### config.mk
export PLATFORM = sky130hd
export DESIGN_NAME = memory_writeback_cycle
export DESIGN_NICKNAME = d
export VERILOG_FILES = /design/src/rtl/memory_writeback_cycle.sv
export SDC_FILE = /design/constraint.sdc
export NUM_CORES = 1
export LEC_CHECK = 0
export CORE_ASPECT_RATIO = 1.1
export CORE_MARGIN = 1.5
export CORE_UTILIZATION = 44
export DETAILED_ROUTE_END_ITERATION = 12
export PLACE_DENSITY = 0.81
export SYNTH_ARGS = -nofsm -noshare
export SYNTH_HDL_FRONTEND = slang
export SYNTH_SLANG_ARGS = --single-unit
### constraint.sdc
create_clock -name clk -period 2.3 [get_ports clk]
set_input_delay 0.46 -clock clk [delete_from_list [all_inputs] [get_ports clk]]
set_output_delay 0.46 -clock clk [all_outputs]
set_load 0.1 [all_outputs]
### src/rtl/memory_writeback_cycle.sv
// memory_writeback_cycle
//   Back end of the 18-bit pipeline. Takes the M-stage bundle, performs
//   data-memory loads and stores over a req/ack handshake and drives the
//   register-file write port used by decode. A two-state FSM absorbs
//   multi-cycle memory by stalling upstream. A timeout counter aborts
//   accesses that never see an ack.
//
// Ports
//   clk, rst         clock, asynchronous active-low reset
//   valid_m          M stage holds a real instruction
//   RegWriteM        instruction writes a register
//   MemWriteM        store (wins if ResultSrcM is also set)
//   ResultSrcM       1 = load, 0 = ALU result
//   RD_M             destination register
//   ALUResultM       ALU result, low ADDR_W bits form the memory address
//   WriteDataM       store data
//   StallM           upstream must hold the M inputs
//   mem_req/mem_we   memory request / write strobe
//   mem_addr/wdata   latched address and store data
//   mem_rdata/ack    load data (valid with ack) / access complete
//   RegWriteW/RDW    register-file write enable / address
//   ResultW          register-file write data
//   err_o            one-cycle pulse when an access times out
module memory_writeback_cycle #(
    parameter int ADDR_W  = 9,
    parameter int DATA_W  = 18,
    parameter int TIMEOUT = 15
) (
    input  logic              clk,
    input  logic              rst,
    input  logic              valid_m,
    input  logic              RegWriteM,
    input  logic              MemWriteM,
    input  logic              ResultSrcM,
    input  logic [4:0]        RD_M,
    input  logic [DATA_W-1:0] ALUResultM,
    input  logic [DATA_W-1:0] WriteDataM,
    output logic              StallM,
    output logic              mem_req,
    output logic              mem_we,
    output logic [ADDR_W-1:0] mem_addr,
    output logic [DATA_W-1:0] mem_wdata,
    input  logic [DATA_W-1:0] mem_rdata,
    input  logic              mem_ack,
    output logic              RegWriteW,
    output logic [4:0]        RDW,
    output logic [DATA_W-1:0] ResultW,
    output logic              err_o
);

    typedef enum logic {
        IDLE,
        ACCESS
    } state_t;

    state_t      state;
    state_t      state_next;
    logic        memop;
    logic        timeout_hit;
    logic        stall_raw;
    logic [7:0]  count;
    logic        lat_regwrite;
    logic [4:0]  lat_rd;

    assign memop       = valid_m & (MemWriteM | ResultSrcM);
    assign timeout_hit = (count == 8'(TIMEOUT - 1));

    // Reset forces the stall low immediately, even if upstream still
    // presents a memory op while the FSM sits in IDLE.
    assign StallM = rst & stall_raw;

    // State register.
    always_ff @(posedge clk or negedge rst) begin
        if (!rst) begin
            state <= IDLE;
        end else begin
            state <= state_next;
        end
    end

    // Next state and stall. The stall drops in the ack cycle and in the
    // final timeout cycle so upstream advances in step with the writeback.
    always_comb begin
        state_next = state;
        stall_raw  = 1'b0;
        case (state)
            IDLE: begin
                if (memop) begin
                    state_next = ACCESS;
                    stall_raw  = 1'b1;
                end
            end
            ACCESS: begin
                if (mem_ack || timeout_hit) begin
                    state_next = IDLE;
                end else begin
                    stall_raw = 1'b1;
                end
            end
            default: state_next = IDLE;
        endcase
    end

    // Datapath: memory interface registers, the writeback port and the
    // timeout counter. RegWriteW and err_o default low so each is a single
    // cycle pulse.
    always_ff @(posedge clk or negedge rst) begin
        if (!rst) begin
            mem_req      <= 1'b0;
            mem_we       <= 1'b0;
            mem_addr     <= '0;
            mem_wdata    <= '0;
            RegWriteW    <= 1'b0;
            RDW          <= '0;
            ResultW      <= '0;
            err_o        <= 1'b0;
            count        <= '0;
            lat_regwrite <= 1'b0;
            lat_rd       <= '0;
        end else begin
            RegWriteW <= 1'b0;
            err_o     <= 1'b0;
            case (state)
                IDLE: begin
                    if (memop) begin
                        mem_addr     <= ALUResultM[ADDR_W-1:0];
                        mem_wdata    <= WriteDataM;
                        mem_we       <= MemWriteM;
                        lat_regwrite <= RegWriteM;
                        lat_rd       <= RD_M;
                        mem_req      <= 1'b1;
                        count        <= '0;
                    end else if (valid_m) begin
                        RegWriteW <= RegWriteM;
                        RDW       <= RD_M;
                        ResultW   <= ALUResultM;
                    end
                end
                ACCESS: begin
                    if (mem_ack) begin
                        mem_req <= 1'b0;
                        if (!mem_we) begin
                            RegWriteW <= lat_regwrite;
                            RDW       <= lat_rd;
                            ResultW   <= mem_rdata;
                        end
                    end else if (timeout_hit) begin
                        mem_req <= 1'b0;
                        err_o   <= 1'b1;
                    end else begin
                        count <= count + 8'd1;
                    end
                end
                default: mem_req <= 1'b0;
            endcase
        end
    end

endmodule

# Word-level counts from Yosys, hierarchy flattened
# Index checks and enable logic that the tools add are counted.
# W data, S select, Z words.
[word_totals]
reg_bits = 69
latchBits = 0
mem_bits_rw = 0
romBits = 0
in_bits = 66
out_inout_bits = 55
word_cells = 60
n_memories = 0
[op_classes]
addsub = 1
multipliers = 0
div_mod_pow = 0
magnitude_cmp = 0
eq_ne = 9
shifts = 0
n_mux = 29
bitwise = 4
reduce_logical = 5
[op_table]
columns = ["operator", "n"]
rows = [
  ["$mux W18", 4],
  ["$pmux W18 S2", 1],
  ["$mux W8", 3],
  ["$mux W5", 4],
  ["$pmux W8 S2", 1],
  ["$ne A2 B2 Y1 const B", 7],
  ["$mux W1", 12],
  ["$pmux W5 S2", 1],
  ["$add A8 B1 Y8 const B", 1],
  ["$eq A8 B4 Y1 const B", 1],
  ["$pmux W1 S2", 3],
  ["$reduce_and A2 Y1", 2],
  ["$reduce_and A4 Y1", 1],
  ["$ne A3 B2 Y1 const B", 1],
  ["$reduce_and A3 Y1", 1],
  ["$and A1 B1 Y1", 2],
  ["$logic_or A1 B1 Y1", 1],
  ["$not A1 Y1", 1],
  ["$or A1 B1 Y1", 1],
]

# Logic depth before layout (Yosys ltp)
[depth]
depth_word = 5
depth_mapped = 8
mapped_depth_nobuf = 7

# Worst setup path after synthesis
# OpenSTA, ideal clock, no wires.
[synth_path]
kind = "register -> output"
startpoint = "register count[0]"
endpoint = "output StallM"
arrival_ps = 2097
t_required_ps = 1840
slack_ps = -257
stages_incl_launch_ff = 9
n_path_buf = 1
path_cell_list = "dfrtp_1 -> inv_1 -> ha_1 -> and4b_1 -> a21o_2 -> and2_4 -> buf_6 -> inv_1 -> and2_1"
[synth_between]
elab_chain_cells = 5
[synth_lines]
columns = ["item", "line", "rtl"]
rows = [
  ["start: declaration", "61", "logic [7:0] count;"],
  ["start signal: assignment", "151", "count <= count + 8'd1;"],
  ["$eq A8 B4 Y1", "66", "assign timeout_hit = (count == 8'(TIMEOUT - 1));"],
  ["$logic_or A1 B1 Y1", "94", "if (mem_ack || timeout_hit) begin"],
  ["$mux W1", "94", ""],
  ["$pmux W1 S2", "86", "case (state)"],
  ["via stall_raw", "60", "logic stall_raw;"],
  ["$and A1 B1 Y1", "70", "assign StallM = rst & stall_raw;"],
  ["end: declaration", "38", "output logic StallM,"],
]
# The timed path passes the listed nets, and every way through them passes these cells.

# Final worst setup path
# Same ends and word-level chain as after synthesis.

==> impl_metrics.env <==
export IMPL_r2r_cells=6
export IMPL_nets=484
export IMPL_finalSetupViolCount=0
export IMPL_drt_initial_drc_count=103
export IMPL_antenna_found_initial=0
export IMPL_p_per_area_nw_per_um2=1400
export IMPL_synth_nets=351
export IMPL_synth_edf_count=0
export IMPL_ff2ff_setup_slack_ps=540
export IMPL_grt_max_degree=70
export IMPL_rsz0062_at_grt="true"
export IMPL_relSlewSlack_pct=43.1
export IMPL_crit_path_max_fanout=2
export IMPL_initial_core_util_pct=46.1
export IMPL_drtAntennaViolNets=0
export IMPL_max_stage_delay_ps=370
export IMPL_dp_cells=483
export IMPL_crit_buf_inv=3
export IMPL_fillers=529
export IMPL_worst_endpoint_required_ps=1840
export IMPL_p_leak_uw=0.00222
export IMPL_clkLatencyLatePin_ps=330
export IMPL_areaGrowthSynthToFinish_pct=46.6
export IMPL_fmax_mhz=443
export IMPL_synthTopCellsByCount="nand2_1, dfrtp_1, mux2_2, clkbuf_1, nor2_1"
export IMPL_via_per_inst=5.01
export IMPL_cts_buffers_inserted=9
export IMPL_tritoncts="done"
export IMPL_vias=2520
export IMPL_final_period_utilization_pct=98.2
export IMPL_drc=0
export IMPL_r2r_end="RDW[0]$_DFFE_PN0P_"
export IMPL_yosysTopAreaCell="dfrtp_1"
export IMPL_crit_family="simple AND/OR/NAND/NOR gates"
export IMPL_crit_chain="inv_2, ha_2, and4b_1, a21o_2, and2_4, inv_2, and2_4, buf_12"
export IMPL_ys_types=33
export IMPL_synthFlopType="dfrtp_1"
export IMPL_rows=31
export IMPL_cp_arrival_ps=1800
export IMPL_die_area_um2=7490
export IMPL_drive_gt1_share_pct=35.2
export IMPL_gp_congestion=0.788
export IMPL_io_pins=121
export IMPL_design_area_um2=4500
export IMPL_ys_warn_count=0
export IMPL_htreeDepth=3
export IMPL_synth_top_cell_area_share_pct=56.2
export IMPL_status="completed"
export IMPL_die_width_um=82.7
export IMPL_syn_avg_cell_area_um2=10.9
export IMPL_fin_skew_ps=7.37
export IMPL_hp_class="input pin to asynchronous set/reset pin"
export IMPL_clock_sinks=69
export IMPL_placed_area_um2=4280
export IMPL_post_drt_wl_per_cell_um=14.7
export IMPL_dp_hpwl_um=5180
export IMPL_synth_area_um2=3070
export IMPL_finalHoldViolations=0
export IMPL_total_power_uw=6290
export IMPL_postSynthCellCount=283
export IMPL_startpoint_type="flop"
export IMPL_core_um2=6670
export IMPL_crit_type="flop to output pin"
export IMPL_cp_end_kind="output pin"
export IMPL_grt_pass1_wl_um=12100
export IMPL_ys_ff_latch=69
export IMPL_seq_area_frac_synth_pct=56.2
export IMPL_finalNonFillerCells=503
export IMPL_firstDrtPassIters=4
export IMPL_async_flop_share_pct=100
export IMPL_slowest_stage="dfrtp_2"
export IMPL_finalMaxSlewViolations=0
export IMPL_fp_dieH_um=90.7
export IMPL_clockRootBuffer="clkbuf_8"
export IMPL_port_buffers=120
export IMPL_timing_hold_ws_ps=360
export IMPL_vdd_drop_max_mv=1.30
export IMPL_antenna_cells=0
export IMPL_drt_wl_total_um=7400
export IMPL_clockBufferDepth=2
export IMPL_worstMarginPinSlew_ps=854
export IMPL_cts_hold_buf=0
export IMPL_clk_pin_slew_ps=70
export IMPL_grt_usage_pct=21.3
export IMPL_period_needed_ps=2260
export IMPL_max_cap_violations=0
export IMPL_yosysMostFrequentCell="nand2_1"
export IMPL_r2r_start="state$_DFF_PN0_"
export IMPL_first_global_vias=2587
export IMPL_netlist_top_cells_area="dfrtp_1, mux2_2, nand2_1"
export IMPL_grt_overflow_total=0
-- per-layer routing --
layer	vias to the layer above	global-route usage, %	routed length, um
met5	-	0	0
met4	0	8.89	123
met3	11	6.77	524
met2	90	34.5	3770
met1	1208	25.7	2980
li1	1211	-	-
-- report_power, final --
group          switching (uW)  internal, uW  total [uW]
clock network             443           528         971
logic                    2740           828        3570
registers                 190          1560        1750
-- worst reg2reg max path, delay by kind of cell (launching register included) --
family	cells	cell delay, ps
DFF	1	450
buffers and inverters	2	470
and+or+nand+nor	2	220
AOI/OAI and AO/OA	1	150
muxes	1	360
-- registers in the layout, indices dropped and copies added, names as in the netlist --
signal,cells
mem_we,1
ResultW,18
RegWriteW,1
lat_regwrite,1
mem_req,1
count,8
mem_addr,9
state,1
lat_rd,5
RDW,5
err_o,1
mem_wdata,18
-- area by class of cell --
class	count	area, um^2	area share (%)
multi-input cells	197	1270	28.1
repair buffers	136	1200	26.7
flip-flops and latches	69	1730	38.4
inverters	3	11.3	0.250
clock inverters	4	47.5	1.06
well taps	82	103	2.28
clock buffers	12	145	3.22
-- metrics by stage --
step	setup slack, ps	utilization (%)	TNS [ps]
finish	40.4	67.5	0
global route	-22.4	67.5	-22.4
CTS	5.75	67.3	0
detailed placement	32.1	64.1	0
global placement	76.6	64.1	0
floorplan	29.0	-	0
-- cell families (layout without fill, tap and decap cells) --
kind of cell / after synthesis / after routing / share of synthesized area, %
AND/OR/NAND/NOR: 132 / 132 / 18.3
flip-flops: 69 / 69 / 56.2
multiplexers: 48 / 48 / 17.6
buffers and inverters: 17 / 155 / 2.85
AO/OA/AOI/OAI: 15 / 15 / 4.23
adder cells (fa/ha/maj): 2 / 2 / 0.814
-- worst max-delay path by stage --
| stage | from | endpoint | slack (ps) | cells past startpoint |
|---|---|---|---|---|
| after floorplan | count[0]$_DFFE_PN0P_ | StallM | 30 | 8 |
| after global placement | mem_ack | StallM | 80 | 7 |
| after detailed placement | mem_ack | StallM | 30 | 7 |
| after CTS | count[0]$_DFFE_PN0P_ | StallM | 6 | 8 |
| after global routing | count[0]$_DFFE_PN0P_ | StallM | -20 | 8 |
| final | count[0]$_DFFE_PN0P_ | StallM | 40 | 8 |
-- layout by cell type (no fill, tap or decap), types with 3 or more instances in the layout --
cell type / n
a211o_1: 4
and3_1: 3
buf_4: 69
clkbuf_8: 10
clkdlybuf4s50_1: 64
dfrtp_1: 68
mux2_2: 48
nand2_1: 104
nand4_1: 3
nor2_1: 6
-- what timing repair did --
| item | 4_1_cts | 5_1_grt |
|---|---|---|
| pin swaps | 2 | 1 |
| endpoints found under the hold margin | 0 | 0 |
| resized for setup | 4 | 1 |
| setup buffers | 2 | 2 |
| setup endpoints to repair | 1 | 1 |
(Power assumes the default switching activity.)
==> edit 1: new RTL, config.mk and constraints unchanged <==
The parameter `ADDR_W` goes from 9 to 10.
--- a/src/rtl/memory_writeback_cycle.sv
+++ b/src/rtl/memory_writeback_cycle.sv
@@ -24,3 +24,3 @@
 module memory_writeback_cycle #(
-    parameter int ADDR_W  = 9,
+    parameter int ADDR_W  = 10,
     parameter int DATA_W  = 18,
Interface: changed (resized mem_addr); port bits go from 121 to 122. No check against the original RTL was run, so the function may have changed too.
==> edit 1 against the original RTL <==
Non-clock buffer count is 1 lower. Sequential share of layout area is 0.10 points higher. Count of clock-buffer cells in the layout is 3 higher. Cell area is 1.1% higher. Setup slack worse by 12 ps. Sequential cell count is 1 higher. Via count is 1.2% higher. Critical path depth is 1 lower. Highest routed layer unchanged. Power hardly changed. Fmax is 0.55% lower. Synthesized area is 1.8% higher. First-iteration DRC count is 6.8% higher. Wire length is 0.72% higher. Final cell count is 0.99% higher. Largest power group unchanged.
==> edit 1: results (changes against the original RTL) <==
Clock tree
The number of instances resized during post-cts repair is 1 (-3). The total number of clock tree sinks is 70 (+1.4%).

Route
The wire length per cell came to 14.7 um (-0.28%). The detail-routed via count per cell was 5.02 (+0.19%). The first-iteration detailed-routing DRC count is 110 (+6.8%). The routed length on met3 was 349 um (-33%). The length of routed met2 wiring was 3.84 mm (+1.6%). The met1 wire length came to 3.14 mm (+5.4%).

STA
The slew of the pin with the lowest slew margin is 870 ps (+16.3 ps). The time the worst path needs with I/O delays and setup was 2270 ps (+12.5 ps). The clock tree skew after final layout was 2.70 ps (-4.67 ps).

Layout
The largest registers in the layout are ResultW: 18 flops, mem_wdata: 18 flops, mem_addr: 10 flops. The clock tree buffer count of the final layout is 15 (+3). The non-clock buffer share of cell area is 0.265 (-0.00184). The ratio of cells with drive above 1 in the final layout is 0.296 (-0.0560). The number of cells in the finished layout apart from fillers was 508 (+0.99%). The number of filler instances in the final layout is 578 (+9.3%). The total of plain and repair buffers excluding clock buffers is 135 (-0.74%). The sequential portion of the cell area came to 0.385 (+0.00100). The clock distribution area overhead in the final layout is 0.0409 (-0.00184).

Logic synthesis
By count the netlist is led by 107 x nand2_1, 70 x dfrtp_1, 30 x mux2_2, 18 x mux2_1, 6 x nor2_1. The cell count after synthesis is 287 (+1.4%). The post-synthesis net count is 355 (+1.1%).

The register area share after synthesis came to 0.560 (-0.00167). The distinct cell type count of the synthesized netlist is 34 (+3.0%). The area fraction in compound gates after synthesis is 0.0432 (+0.000872).

Power and ir drop
The sequential fraction of design power is 0.283 (+0.005). The reported clock group power is 0.921 mW (-5.1%). The proportion of total power due to net switching is 0.538 (+0.00159). The maximum vdd ir drop is 0.927 mV (-29%).

The static power due to leakage is 2.25 nW (+1.5%).

GRT
The maximum number of pins on one net before global-route repair was 71 (+1.4%). The wire length of the first global-routing pass was 12.8 mm (+6.1%). The number of global-route vias before repair was 2705 (+4.6%). The fraction of met3 tracks used by global routing came to 0.0518 (-0.0159).

The total routing resource utilization after global routing is 0.213 (about the same).

Placed design
The worst slack at placement is 48.8 ps (+16.7 ps). The global placement routability congestion was 0.786 (-0.28%). The placed cell area is 4340 sq um (+1.5%). The number of input and output port buffers inserted is 121 (+0.83%). The number of instances in the placed design was 490 (+1.4%).

Setup path
The cell with the largest stage delay on the worst path is dfrtp_1.

Run status
The run finished with clean final reports.
[edit 1: changes by cell type in the layout (fill, tap and decap cells not counted), sizes merged]
cell,unedited run,this run
buf,72,71
clkbuf,12,15
clkinv,2,0
nand2,104,107
clkinvlp,1,0
bufinv,1,0
dfrtp,69,70
[edit 1: path summary, 6_finish.rpt]
check | cells after the start | from | to | slack (ps)
setup / recovery | 7 | count[1]$_DFFE_PN0P_ | StallM | 30
hold / removal | 2 | rst | mem_wdata[15]$_DFFE_PN0P_ | 390
setup reg to reg | 7 | count[1]$_DFFE_PN0P_ | count[2]$_DFFE_PN0P_ | 500
hold reg to reg | 2 | mem_wdata[13]$_DFFE_PN0P_ | mem_wdata[13]$_DFFE_PN0P_ | 480
max in group asynchronous | 2 | rst | ResultW[9]$_DFFE_PN0P_ | 1350
min in group clk | 2 | mem_wdata[13]$_DFFE_PN0P_ | mem_wdata[13]$_DFFE_PN0P_ | 480
==> edit 2: new RTL, config.mk and constraints unchanged <==
Without the edit above. Put one more register stage on the output `err_o`. The value now appears one clock later. The other outputs are not delayed to match. Comments in the files are not updated.
--- a/src/rtl/memory_writeback_cycle.sv
+++ b/src/rtl/memory_writeback_cycle.sv
@@ -54,2 +54,4 @@
     } state_t;
+
+    logic err_s0;
 
@@ -115,3 +117,3 @@
             ResultW      <= '0;
-            err_o        <= 1'b0;
+            err_s0       <= 1'b0;
             count        <= '0;
@@ -121,3 +123,3 @@
             RegWriteW <= 1'b0;
-            err_o     <= 1'b0;
+            err_s0    <= 1'b0;
             case (state)
@@ -148,3 +150,3 @@
                         mem_req <= 1'b0;
-                        err_o   <= 1'b1;
+                        err_s0  <= 1'b1;
                     end else begin
@@ -158,2 +160,6 @@
 
+    always_ff @(posedge clk) begin
+        err_o <= err_s0;
+    end
+
 endmodule
Behaviour: same outputs for any inputs over 4 cycles, from zero or initial values and one cycle with rst low; that may be too few to reach the edited logic, so the function may still have changed.
==> edit 2 against the original RTL <==
Fmax hardly changed. Count of clock-buffer cells in the layout decreased by 2. First-iteration DRC count increased by 28%. Synthesized area is 0.65% higher. Combinational power barely moved. Power grew 3.5%. Non-clock buffer count shrank 2. Wire length up 1.2%. Cell area up 1.4%. Register-to-register slack better by 100 ps. Sequential cell count rose by 1. Setup slack about the same. Critical path type unchanged. Largest cell class unchanged. Largest power group unchanged.
==> edit 2: results (changes against the original RTL) <==
Run status
The flow ran to the end, and the final reports show no timing, DRC or antenna violations.

STA
The worst slew margin relative to its limit is 0.414 (-0.0166). The worst hold margin came to 344 ps (-16.4 ps). The clock tree skew after final layout is 7.49 ps (+0.118 ps).

Route
The first-iteration detailed-routing DRC count was 132 (+28%). The via count of the routed design came to 2525 (+0.20%). The wire length after detailed routing is 7.50 mm (+1.2%).

Power and ir drop
The maximum vdd ir drop is 0.986 mV (-24%). The cell-internal power was 3.12 mW (+7.0%).

Setup path
The cell with the largest stage delay on the worst path is dfrtp_1. The setup slack of the most critical reg-to-reg path was 640 ps (+100 ps). The largest single stage delay on the critical path is 360 ps.

Clock tree
The deepest level of the CTS H-tree is 3 (unchanged). The clock tree buffer depth is 2 (unchanged).

Logic synthesis
The register area share after synthesis was 0.565 (+0.00284). The post-synthesis net count is 352 (+0.28%). The distinct cell type count of the synthesized netlist is 34 (+3.0%). The async set-reset flop share out of synthesis is 0.986 (-0.0143).

Layout
The ratio of cells with drive above 1 in the final layout is 0.345 (-0.00631).

GRT
The wire length of the first global-routing pass is 12.5 mm (+3.5%). The number of global-route vias before repair is 2577 (-0.39%). The total routing resource utilization after global routing was 0.209 (-0.00391).

Placed design
The placed cell area is 4300 sq um (+0.59%). The HPWL reported at the end of detailed placement is 5.27 mm (+1.6%). The number of input and output port buffers inserted is 120 (unchanged).
## edit 2: kinds of logic after synthesis
| group | share of synthesized area |
|---|---|
| muxes | 0.175 |
| and+or+nand+nor | 0.182 |
| adders and majority gates | 0.00809 |
| AOI/OAI and AO/OA | 0.0421 |
| buffers and inverters | 0.0283 |
| DFF | 0.565 |
## edit 2: layer usage
metal | up-vias | GRT usage | wire length [um] | part of all wire
met5 | - | 0 | 0 | 0
met4 | 0 | 0.0944 | 177 | 0.024
met3 | 16 | 0.0482 | 407 | 0.054
met2 | 87 | 0.355 | 3810 | 0.51
met1 | 1213 | 0.253 | 3100 | 0.41
li1 | 1209 | - | - | -
## edit 2: how the worst max path moves through the flow
| stage | cells past startpoint | start | end | slack, ps |
|---|---|---|---|---|
| after floorplan | 8 | count[0]$_DFFE_PN0P_ | StallM | 30 |
| after global placement | 7 | mem_ack | StallM | 70 |
| after detailed placement | 7 | mem_ack | StallM | 60 |
| after CTS | 7 | count[1]$_DFFE_PN0P_ | StallM | 0.7 |
| after global routing | 7 | count[1]$_DFFE_PN0P_ | StallM | -20 |
| final | 8 | count[0]$_DFFE_PN0P_ | StallM | 40 |
## edit 2: final cells by class
cell class	instances	area, sq um
fill	510	2140
tap	82	103
sequential	70	1750
multi-input combinational	197	1270
inverter	3	11.3
clock inverter	6	110
timing repair buffer	134	1200
clock buffer	10	128
## edit 2: timing repair
item,CTS,global route
resized for setup,3,0
endpoints found under the setup margin,1,1
pin swaps,3,1
endpoints found under the hold margin,0,0
buffers inserted,2,1
## edit 2: power by group through the flow
stage	logic (mW)	clock network, mW	registers [mW]
finish	3.56	1.18	1.76
global route	3.67	1.27	1.81
CTS	3.59	1.21	1.76
detailed placement	3.56	0	1.79
global placement	3.53	0	1.77
floorplan	0.505	0	4.00
## edit 2: worst reg2reg max path: stages (launching register included)
cell and delay [ps]:
dfrtp_1 450, buf_4 210, nand2_1 60, nor2_1 130
a21o_1 150, buf_12 180, mux2_2 380
## edit 2: through the flow
step / instances / setup slack [ps]
floorplan: 284 / 29.0
global placement: 483 / 74.7
detailed placement: 483 / 62.0
CTS: 501 / 0.736
global route: 502 / -24.1
finish: 502 / 40.7
